--- src/rtl/lc3b_types.sv ---
// Shared LC-3b types used by the cache/memory side of the core, including the
// line type and the enums used by the physical-memory arbiter.
package lc3b_types;

  localparam int LC3B_ADDR_W = 16;
  localparam int LC3B_LINE_W = 128;

  typedef logic [LC3B_ADDR_W-1:0] lc3b_word;
  typedef logic [LC3B_LINE_W-1:0] lc3b_line;

  typedef enum logic [1:0] {
    IDLE,
    I_BUSY,
    D_BUSY
  } pmem_arb_state_t;

  typedef enum logic {
    OP_READ,
    OP_WRITE
  } pmem_op_t;

endpackage

--- src/rtl/pmem_arb_priority.sv ---
// Combinational winner select between the icache and dcache miss paths.
// last_grant: 0 = icache was granted last, 1 = dcache was granted last.
module pmem_arb_priority (
  input  logic i_pend,
  input  logic d_pend,
  input  logic last_grant,
  output logic grant_i,
  output logic grant_d
);

  // On contention the requester that was not granted last wins; with
  // last_grant tied low this degenerates to fixed dcache priority.
  assign grant_d = d_pend & (~i_pend | ~last_grant);
  assign grant_i = i_pend & (~d_pend |  last_grant);

endmodule

--- src/rtl/pmem_arbiter.sv ---
// Shares the physical memory port between the icache and dcache miss paths.
// Optional PMEM_ARB_RR_EN: round-robin on contention instead of fixed dcache priority.
module pmem_arbiter
  import lc3b_types::*;
#(
  parameter int ADDR_W = LC3B_ADDR_W,
  parameter int LINE_W = LC3B_LINE_W
) (
  input  logic              clk,
  input  logic              reset,
  input  logic              i_pmem_read,
  input  logic [ADDR_W-1:0] i_pmem_address,
  output logic [LINE_W-1:0] i_pmem_rdata,
  output logic              i_pmem_resp,
  input  logic              d_pmem_read,
  input  logic              d_pmem_write,
  input  logic [ADDR_W-1:0] d_pmem_address,
  input  logic [LINE_W-1:0] d_pmem_wdata,
  output logic [LINE_W-1:0] d_pmem_rdata,
  output logic              d_pmem_resp,
  output logic              pmem_read,
  output logic              pmem_write,
  output logic [ADDR_W-1:0] pmem_address,
  output logic [LINE_W-1:0] pmem_wdata,
  input  logic [LINE_W-1:0] pmem_rdata,
  input  logic              pmem_resp
);

  pmem_arb_state_t   state_q, state_d;
  logic              cmd_valid_q, cmd_valid_d;
  pmem_op_t          op_q, op_d;
  logic [ADDR_W-1:0] addr_q, addr_d;
  logic [LINE_W-1:0] wdata_q, wdata_d;

  logic i_pend, d_pend;
  logic grant_i, grant_d;
  logic last_grant;

  assign i_pend = i_pmem_read;
  assign d_pend = d_pmem_read | d_pmem_write;

  pmem_arb_priority u_priority (
    .i_pend     (i_pend),
    .d_pend     (d_pend),
    .last_grant (last_grant),
    .grant_i    (grant_i),
    .grant_d    (grant_d)
  );

`ifdef PMEM_ARB_RR_EN
  logic last_grant_q;

  always_ff @(posedge clk) begin
    if (reset) begin
      last_grant_q <= 1'b0;
    end else if (state_q == IDLE && (grant_i | grant_d)) begin
      last_grant_q <= grant_d;
    end
  end

  assign last_grant = last_grant_q;
`else
  assign last_grant = 1'b0;
`endif

  // State and command registers.
  always_ff @(posedge clk) begin
    if (reset) begin
      state_q     <= IDLE;
      cmd_valid_q <= 1'b0;
      op_q        <= OP_READ;
      addr_q      <= '0;
      wdata_q     <= '0;
    end else begin
      state_q     <= state_d;
      cmd_valid_q <= cmd_valid_d;
      op_q        <= op_d;
      addr_q      <= addr_d;
      wdata_q     <= wdata_d;
    end
  end

  // Next state: the command is latched on the grant edge and held until pmem_resp.
  always_comb begin
    state_d     = state_q;
    cmd_valid_d = cmd_valid_q;
    op_d        = op_q;
    addr_d      = addr_q;
    wdata_d     = wdata_q;
    unique case (state_q)
      IDLE: begin
        if (grant_d) begin
          state_d     = D_BUSY;
          cmd_valid_d = 1'b1;
          op_d        = d_pmem_write ? OP_WRITE : OP_READ;
          addr_d      = d_pmem_address;
          wdata_d     = d_pmem_wdata;
        end else if (grant_i) begin
          state_d     = I_BUSY;
          cmd_valid_d = 1'b1;
          op_d        = OP_READ;
          addr_d      = i_pmem_address;
          wdata_d     = '0;
        end
      end
      I_BUSY, D_BUSY: begin
        if (pmem_resp) begin
          state_d     = IDLE;
          cmd_valid_d = 1'b0;
        end
      end
      default: begin
        state_d     = IDLE;
        cmd_valid_d = 1'b0;
      end
    endcase
  end

  // Outputs: responses only reach the current owner; read data is broadcast.
  always_comb begin
    pmem_read    = cmd_valid_q & (op_q == OP_READ);
    pmem_write   = cmd_valid_q & (op_q == OP_WRITE);
    pmem_address = addr_q;
    pmem_wdata   = wdata_q;
    i_pmem_resp  = (state_q == I_BUSY) & pmem_resp;
    d_pmem_resp  = (state_q == D_BUSY) & pmem_resp;
    i_pmem_rdata = pmem_rdata;
    d_pmem_rdata = pmem_rdata;
  end

endmodule

--- config.mk ---
export PLATFORM = sky130hd
export DESIGN_NAME = pmem_arbiter
export DESIGN_NICKNAME = d
export VERILOG_FILES = /design/src/rtl/lc3b_types.sv /design/src/rtl/pmem_arb_priority.sv /design/src/rtl/pmem_arbiter.sv
export SDC_FILE = /design/constraint.sdc
export NUM_CORES = 1
export LEC_CHECK = 0
export CORE_AREA = 2 2 268 270
export CTS_BUF_LIST = sky130_fd_sc_hd__clkbuf_4
export DETAILED_ROUTE_END_ITERATION = 6
export DIE_AREA = 0 0 270 272
export GPL_TIMING_DRIVEN = 0
export HOLD_SLACK_MARGIN = 0.05
export PLACE_DENSITY = 0.35
export REMOVE_ABC_BUFFERS = 1
export SLEW_MARGIN = 20
export SYNTH_ARGS = -nofsm -noshare
export SYNTH_HDL_FRONTEND = slang
export SYNTH_SLANG_ARGS = --single-unit
--- constraint.sdc ---
create_clock -name clk -period 1.5 [get_ports clk]
set_clock_uncertainty 0.2 [all_clocks]
set_input_delay 0.225 -clock clk [delete_from_list [all_inputs] [get_ports clk]]
set_output_delay 0.225 -clock clk [all_outputs]
set_load 0.02 [all_outputs]
* After elaboration in Yosys (flattened, before gate mapping)
Cells that the tools add are included.
** Storage, ports and cells
- Input port bits :: 294
- Register bits after elaboration :: 148
** Operators by class
- Equal/unequal tests :: 4
- Muxes and demuxes :: 15
- Bitwise operators :: 8
- Reduce and logical (&&, ||, !) cells :: 5
** Operators with widths (count)
- 2-to-1 mux 128 bit :: 2
- 2-to-1 mux 16 bit :: 2
- 2-to-1 mux 1 bit :: 6
- 2-to-1 mux 2 bit :: 3
- bitwise AND 1 bit :: 5
- case mux 2 bit (2 select lines) :: 1
- AND reduction 2 bit :: 2
- inequality test 3 x 2 -> 1 bit, second input constant :: 1
- equality test 2 x 1 -> 1 bit, second input constant :: 1
- equality test 2 bit, second input constant :: 1
- logical NOT 2 bit :: 1
- inequality test 2 bit, second input constant :: 1
- NOT 1 bit :: 2
- case mux 1 bit (2 select lines) :: 1
- nonzero test 2 bit :: 1
- OR reduction 2 bit :: 1
- bitwise OR 1 bit :: 1

* Longest topological paths before layout
Gate-level depths: netlist (run 1).
- Word-level depth :: 6
- Depth in mapped cells :: 7
- Gate-level depth less buffers :: 5

* Hierarchy
A second synthesis (run 1) with hierarchy kept.
** Second synthesis, totals
- Cells, all modules :: 648
- Area total of the unflattened synthesis :: 6774.0 µm²
** By module, submodules not included
- pmem_arbiter :: times used 1, seq. area each 2962.8 µm², area each 6755.2 µm², cells an instance 645
- pmem_arb_priority :: times used 1, seq. area each 0.0 µm², area each 18.8 µm², cells an instance 3

* Worst setup path after synthesis (run 1)
OpenSTA, ideal clock, no wires.
- Path kind :: reg-to-reg
- Start :: register state_q[0]
- End :: register wdata_q[101], in the netlist pmem_wdata[101]
- Data arrival time :: 1.302 ns
- Setup time :: 0.117 ns
- Buffers on the path :: 2
- Stages on the path, launching flop included :: 8
- Path slack :: -0.119 ns
- Cell sequence :: dfxtp_1 inv_1 ha_1 nand2b_1 nor2_2 buf_6 buf_2 a22o_1
** On the way
- Word-level cells in the longest chain between the ends :: 2
** RTL lines
- start, declared :: RTL line pmem_arbiter.sv:29 : pmem_arb_state_t state_q, state_d;
- start signal, assigned :: RTL line pmem_arbiter.sv:75 : state_q <= state_d;
- logical NOT 2 bit :: RTL line pmem_arbiter.sv:90 : unique case (state_q)
- AND reduction 2 bit (no source line)
- end signal, assigned :: RTL line pmem_arbiter.sv:79 : wdata_q <= wdata_d;
- end, declared :: RTL line pmem_arbiter.sv:33 : logic [LINE_W-1:0] wdata_q, wdata_d;
No other way between the ends.
A chain may end at the register's enable or synchronous reset.

* Worst setup path in the final report (run 1)
- Start :: register state_q[1]
- End :: register wdata_q[49], in the netlist pmem_wdata[49]
Same word-level chain as after synthesis.

==> results of run 1 <==
-- placed cells by master (no fill, tap or decap), types with 2 or more instances in the layout --
| cell | n |
|---|---|
| a21oi_1 | 3 |
| a22o_1 | 128 |
| a311oi_1 | 16 |
| and2_4 | 3 |
| buf_12 | 10 |
| buf_2 | 4 |
| buf_4 | 11 |
| buf_6 | 76 |
| buf_8 | 2 |
| bufinv_16 | 4 |
| clkbuf_4 | 18 |
| clkdlybuf4s50_1 | 162 |
| clkinv_2 | 3 |
| clkinv_4 | 2 |
| dfxtp_1 | 71 |
| dfxtp_2 | 77 |
| diode_2 | 8 |
| dlygate4sd2_1 | 68 |
| dlygate4sd3_1 | 175 |
| ha_2 | 3 |
| inv_2 | 2 |
| inv_6 | 2 |
| inv_8 | 2 |
| nand2_1 | 16 |
| nor2_1 | 18 |
| nor2_4 | 4 |
| nor3_1 | 2 |
| o21ai_0 | 17 |
-- metal layers --
layer / vias up / GRT usage, % / wire length (um)
met4: 28 / 5.190 / 1618
met5: - / 13.48 / 1300
met2: 896 / 30.16 / 32660
met1: 2969 / 14.89 / 20160
li1: 2550 / - / -
met3: 65 / 24.91 / 19510
-- flip-flops by register name, indices dropped and copies added (netlist names) --
register      count
pmem_wdata      128
pmem_address     16
state_q           2
cmd_valid_q       1
op_q              1
-- timing repair --
action / CTS / global route
cloned: 3 / 0
pin swaps: 4 / 1
resized for setup: 372 / 319
buffers inserted: 8 / 4
setup endpoints to repair: 295 / 295
endpoints found under the hold margin: 148 / 7
hold buffers: 163 / 12
-- cell type report --
type / instances / area, sq um / area share [%]
inverters: 2 / 7.507 / 0.06518
clock buffers: 18 / 135.1 / 1.173
multi-input cells: 221 / 1734 / 15.06
clock inverters: 14 / 200.2 / 1.738
well taps: 950 / 1189 / 10.32
repair buffers: 510 / 5174 / 44.92
flip-flops and latches: 148 / 3059 / 26.56
diodes: 8 / 20.02 / 0.1738
-- where the power goes --
| group | switching [uW] | total (uW) | internal, uW | leakage (uW) |
|---|---|---|---|---|
| clock | 1900 | 3270 | 1370 | 0.000181 |
| sequential | 305 | 4780 | 4480 | 0.00125 |
| combinational | 1890 | 3850 | 1960 | 0.00313 |
| total | 4100 | 11900 | 7800 | 0.00456 |
-- worst reg2reg max path, stage by stage (launching register included) --
cell and delay (ns):
dfxtp_2 0.35, inv_2 0.07, ha_2 0.30, nand2b_4 0.14
nor2_4 0.15, buf_12 0.14, buf_12 0.19, buf_12 0.23
a22o_1 0.18
-- logic make-up (layout without fill, tap and decap cells) --
group | count (synthesis) | count (layout) | synth area share, %
and+or+nand+nor | 47 | 49 | 3.262
other | 0 | 8 | 0
AOI/OAI and AO/OA | 168 | 169 | 20.33
adders and majority gates | 3 | 3 | 0.5437
DFF | 148 | 148 | 42.91
buffers and inverters | 296 | 544 | 32.95
-- how the worst max path moves through the flow --
stage,slack [ns],from,endpoint,cells past startpoint
2_1_floorplan,-2.31,state_q[1],pmem_wdata[0],5
3_3_place_gp,-5.85,d_pmem_write,pmem_wdata[90],4
3_5_place_dp,-2.07,d_pmem_write,pmem_wdata[29],6
4_1_cts,-0.63,state_q[0],d_pmem_resp,4
5_1_grt,-0.66,state_q[0],d_pmem_resp,4
6_report,-0.51,state_q[1],pmem_wdata[49],8
-- stage by stage --
step	hold slack (ns)	instance area, sq um
finish	0.1190	11520
global route	0.06102	11520
CTS	0.05105	11140
detailed placement	0.2511	9124
global placement	0.2511	8959
floorplan	0.09714	4637
==> impl_results.md, run 1 <==
* Post-synth top flop: dfxtp_1
* Max cap viols at 0
* Synth Instances at 662
* Clk_lat worst skew at 0.71 ns
* FF-to-FF path depth at 8
* Total GRT Usage at 19.98%
* Synth cell count leaders: buf_4, dfxtp_1, a22o_1
* Drt total wl at 75.24 mm
* Detailed Routing Iterations Pass 1 at 6
* Worst endpoint required time at 1.95 ns
* Setup slack at placement at -2.073 ns
* Via Count at 6508
* Final #Nets at 1197
* Vias per cell at 3.478
* Slew Viols, Final at 0
* Die W at 270 um
* Sequential area share after synthesis at 42.91%
* Hold endpoint: pmem_address[8]
* Starting DRT DRC Count at 368
* Drt drc at 0
* Mean post-synth cell area at 10.43 sq um
* Fmax achieved at 0.4969 GHz
* CP Capture Type: flop
* DIE HEIGHT at 272 um
* CTS H-Tree Depth at 4
* Critical path launch point type: flop
* RSZ-0062 raised after global routing: yes
* HP Class: in -> reg
* Share of post-route cells with drive strength above 1 at 25.30%
* Post-Syn Area at 6904 sq um
* PortBufs at 313
* Worst hold start: d_pmem_write
* Static Leak at 0.004563 uW
* Clk sinks at 148
* R2R Path Start: state_q[1]
* Layout area overhead at 66.84%
* EDFF count, synth at 0
* Worst-path fanout max at 31
* Drt wl/cell at 40.21 um
* TritonCTS buffer count at 17
* Crit path largest cell delay at 0.35 ns
* Crit share post-route at 134.2%
* Final hold violation count at 0
* Cell taking the most area after synthesis: dfxtp_1
* Critical Path Slowest Stage Cell: dfxtp_2
* # rows at 98
* Largest net degree at the start of global routing at 32
* Status: complete, but fails checks
* Utilization after layout at 16.28%
* Worst-margin pin slew at 0.8955 ns
* DPL Wire Length at 62.61 mm
* PD cells at 1033 nW/um^2
* # setup viols final at 293
* CP top delay family: buffers and inverters
* Setup WS post-layout at -0.5126 ns
* Starting density of the core at 9.758%
* Min Tclk post-route at 2.013 ns
* Worst slew margin at 40.10%
* Final Power at 11900 uW
* First-pass GRT wire length at 90.31 mm
* Post-route ant nets at 0
* Die Area at 73440 sq um
* Crit path top cell by count: buf_12
* I/O Pins at 698
* Synth unique cells at 25
* Grt total ovfl at 0
* Failing checks: negative setup slack
* CTS Buffer Depth at 2
* Vias in the first global route at 6287
* Flops & latches, synth at 148
* Gpl congestion at 0.9051
* Initial antenna violation count at 9
* Synth Warn # at 0
* Area share of the largest cell type after synthesis at 42.91%
* Clock transition at path regs at 0.15 ns
* FILL cells at 7945
* Setup tns final at -88.94 ns
* CP cell instances: inv_2 > ha_2 > nand2b_4 > nor2_4 > buf_12 > buf_12 > buf_12 > a22o_1
* Clock root buffer: clkbuf_4
* Core area at 70750 sq um
* Area contributors post-synth: dfxtp_1, buf_4, a22o_1
* CP Buf/Inv Count at 4
* Maximum resistive drop on vdd at 0.3451 mV
* Count leader, synth: buf_4
* Inst Count DP at 1639
* CTS tree: yes
* Arr. time, crit path at 2.46 ns
* Async S/R FF share, synth at 0%
* Worst Hold Depth at 5
* Reg2Reg Setup Slack at -0.51 ns
* Fin cells at 1871
* Worst r2r dst: pmem_wdata[49]
* WS Path Type: reg -> reg
Note: power is estimated with default switching activity, not from simulation.
==> run 2: changes to the inputs <==
Settings changed: CORE_AREA 2 2 268 270 to 2 2 273 275, DIE_AREA 0 0 270 272 to 0 0 275 277, PLACE_DENSITY 0.35 to 0.34, SYNTH_HIERARCHICAL set to 1.
==> run 2 against run 1 <==
The flow still finishes with violations (negative setup slack). Final area grew 10%. Wire length rose by 1.8%. Via count rose by 0.83%. Cell count is 2.1% higher. Global-route usage is 1.3 points lower. Hold slack got worse by 0.030 ns.
==> impl_results.md, run 2 <==
* Status: complete, but fails checks
* Failing checks: negative setup slack
* Setup WS post-layout at -0.5203 ns (-0.007701 ns)
* Initial antenna violation count at 5 (-4)
* Arr. time, crit path at 1.60 ns (-0.86 ns)
* Total GRT Usage at 18.73% (-1.3 points)
* Async S/R FF share, synth at 0% (unchanged)
* Vias per cell at 3.436 (-1.2%)
* Wire length on met2 at 33.63 mm (+3.0%)
* HP Class: in -> reg
* Post-route ant nets at 0 (unchanged)
* Post-Syn Area at 6774 sq um (-1.9%)
* PD cells at 940.2 nW/um^2 (-9.0%)
* CP Capture Type: output port
* Layout area overhead at 87.42%
* Static Leak at 0.004962 uW (+8.7%)
* Metal3 WL at 18.04 mm (-7.5%)
* Internal Power at 7806 uW (about the same)
* CTS H-Tree Depth at 4 (unchanged)
* Design Area, Final at 12700 sq um (+10%)
* Drt drc at 0 (unchanged)
* I/O Pins at 698 (unchanged)
* Drt wl/cell at 40.10 um (-0.28%)
* Largest net degree at the start of global routing at 31 (-3.1%)
* # rows at 100 (+2.0%)
* CP Buf/Inv Count at 2 (-2)
* Worst-margin pin slew at 1.128 ns (+0.2323 ns)
* Final hold violation count at 0 (unchanged)
* Commonest non-fill, non-tap cell in the layout: clkdlybuf4s50_1
* Inst Count DP at 1652 (+0.79%)
* CP cell instances: buf_6 > ha_4 > and2_4 > buf_6
* Worst endpoint required time at 1.07 ns (-0.88 ns)
* Flop pwr share at 39.8% (-0.4 points)
* Synth Instances at 648 (-2.1%)
* WS Path Type: reg -> out
* Top sig layer: met5
* Vias in the first global route at 6174 (-1.8%)
* Synth cell count leaders: buf_4, dfxtp_1, a22o_1
* Maximum resistive drop on vdd at 0.4187 mV (+21%)
* Worst-path fanout max at 2 (-94%)
* Share of post-route cells with drive strength above 1 at 46.47% (+21 points)
* Max reg flops at 128 (unchanged)
* Crit path top cell by count: buf_6
* Clock transition at path regs at 0.15 ns (about the same)
* First-pass GRT wire length at 87.09 mm (-3.6%)
* Most frequent cells in the layout: clkdlybuf4s50_1, buf_6, dlygate4sd3_1
* FILL cells at 8123 (+2.2%)
* Die Area at 76180 sq um (+3.7%)
* Sequential area share after synthesis at 43.74% (+0.82 points)
* DIE HEIGHT at 277 um (+1.8%)
* Flops & latches, synth at 148 (unchanged)
* Critical path launch point type: flop
* Final #Nets at 1218 (+1.8%)
* Max cap viols at 0 (unchanged)
* Count leader, synth: buf_4
* Clock root buffer: clkbuf_4
* Metal-1 WL at 22.43 mm (+11%)
* Crit path largest cell delay at 0.37 ns (+0.02 ns)
* PortBufs at 313 (unchanged)
* Logic pwr share at 36.4% (+4.1 points)
* TritonCTS buffer count at 17 (unchanged)
* Area share of the largest cell type after synthesis at 43.74% (+0.82 points)
* Min Tclk post-route at 2.020 ns (+0.007701 ns)
* Die W at 275 um (+1.9%)
* Fmax achieved at 0.4950 GHz (-0.38%)
* EDFF count, synth at 0 (unchanged)
* Cell taking the most area after synthesis: dfxtp_1
* CP top delay family: flip-flops
* Core area at 73570 sq um (+4.0%)
* Clock power frac at 23.7% (-3.8 points)
* Critical Path Slowest Stage Cell: dfxtp_2
* Synth Warn # at 6 (+6)
* # setup viols final at 293 (unchanged)
* CTS tree: yes
* RSZ-0062 raised after global routing: yes
* Gpl congestion at 0.8642 (-4.5%)
* DPL Wire Length at 61.45 mm (-1.8%)
* Starting density of the core at 9.207% (-0.55 points)
* Area contributors post-synth: dfxtp_1, buf_4, a22o_1
* Clk_lat worst skew at 0.70 ns (about the same)
* Via Count at 6562 (+0.83%)
* Mean post-synth cell area at 10.45 sq um (+0.24%)
* Grt total ovfl at 0 (unchanged)
* Fin cells at 1910 (+2.1%)
* Crit share post-route at 134.7% (+0.51 points)
* Clk sinks at 148 (unchanged)
* Slew Viols, Final at 0 (unchanged)
* Detailed Routing Iterations Pass 1 at 5 (-1)
* Synth unique cells at 24 (-4.0%)
* Drt total wl at 76.59 mm (+1.8%)
* Sw Share at 34.61% (+0.17 points)
* Post-synth top flop: dfxtp_1
* Placed Area at 9300 sq um (+1.9%)
* Net Switching at 4131 uW (+0.83%)
* Worst slew margin at 24.69% (-15 points)
* Starting DRT DRC Count at 453 (+23%)
* CTS Buffer Depth at 2 (unchanged)
[run 2: cell types whose count changed after synthesis, moves of 11 or more]
cell	delta
o21ai_0	-16
buf_2	+11
buf_6	-22
a211oi_1	+16
nand2_1	-15
a311oi_1	-16
mux2i_1	+16
[run 2: cell families after synthesis]
family / after synthesis / synth area share [%]
other: 1 / 0.05536
buffers and inverters: 295 / 31.84
AO/OA/AOI/OAI: 153 / 19.17
AND/OR/NAND/NOR: 32 / 2.272
flip-flops: 148 / 43.74
adder cells (fa/ha/maj): 3 / 0.5542
multiplexers: 16 / 2.364
[run 2: final cells by class]
type	instances	area [sq um]	area share [%]
multi-input combinational	208	1839	14.49
antenna	7	17.52	0.1380
sequential	148	3158	24.87
clock inverter	15	143.9	1.133
inverter	4	20.02	0.1577
clock buffer	17	127.6	1.005
timing repair buffer	542	6177	48.65
tap	969	1212	9.550
[run 2: power by group through the flow]
stage	Sequential [uW]	Combinational [uW]	Clock, uW
2_1_floorplan	5130	710	0
3_5_place_dp	4650	3060	0
3_3_place_gp	4650	2950	0
4_1_cts	4590	3390	3080
5_1_grt	4810	4610	3160
6_report	4750	4350	2830
[run 2: layer usage]
layer | vias up | global-route usage [%]
li1 | 2566 | -
met1 | 3006 | 14.76
met2 | 891 | 28.56
met3 | 77 | 22.49
met4 | 22 | 3.493
met5 | - | 11.81
[run 2: repair_timing]
action | in CTS | in global routing
cloned | 3 | 24
hold buffers | 152 | 0
setup buffers | 11 | 31
resized for setup | 337 | 829
setup endpoints to repair | 294 | 296
hold endpoints to repair | 143 | 0
pin swaps | 4 | 28
[run 2: path summary, 6_finish.rpt]
check | depth (start not counted) | to | slack [ns] | startpoint
min | 2 | state_q[1] | 0.09 | reset
max reg2reg | 8 | pmem_wdata[113] | -0.43 | state_q[1]
max | 4 | i_pmem_resp | -0.52 | state_q[0]
min reg2reg | 1 | pmem_wdata[42] | 0.29 | pmem_wdata[42]
[run 2: through the flow]
stage	util [%]	worst slack [ns]	total power [uW]	setup TNS [ns]	hold WS, ns
finish	17.26	-0.5203	11940	-71.31	0.08910
global route	17.25	-0.6500	12580	-92.02	0.08280
CTS	15.26	-0.6320	11060	-131.10	-0.001604
detailed placement	12.64	-2.211	7718	-270.63	0.2519
global placement	12.21	-11.14	7597	-1489.42	0.2519
floorplan	-	-5.073	5839	-677.53	0.09407
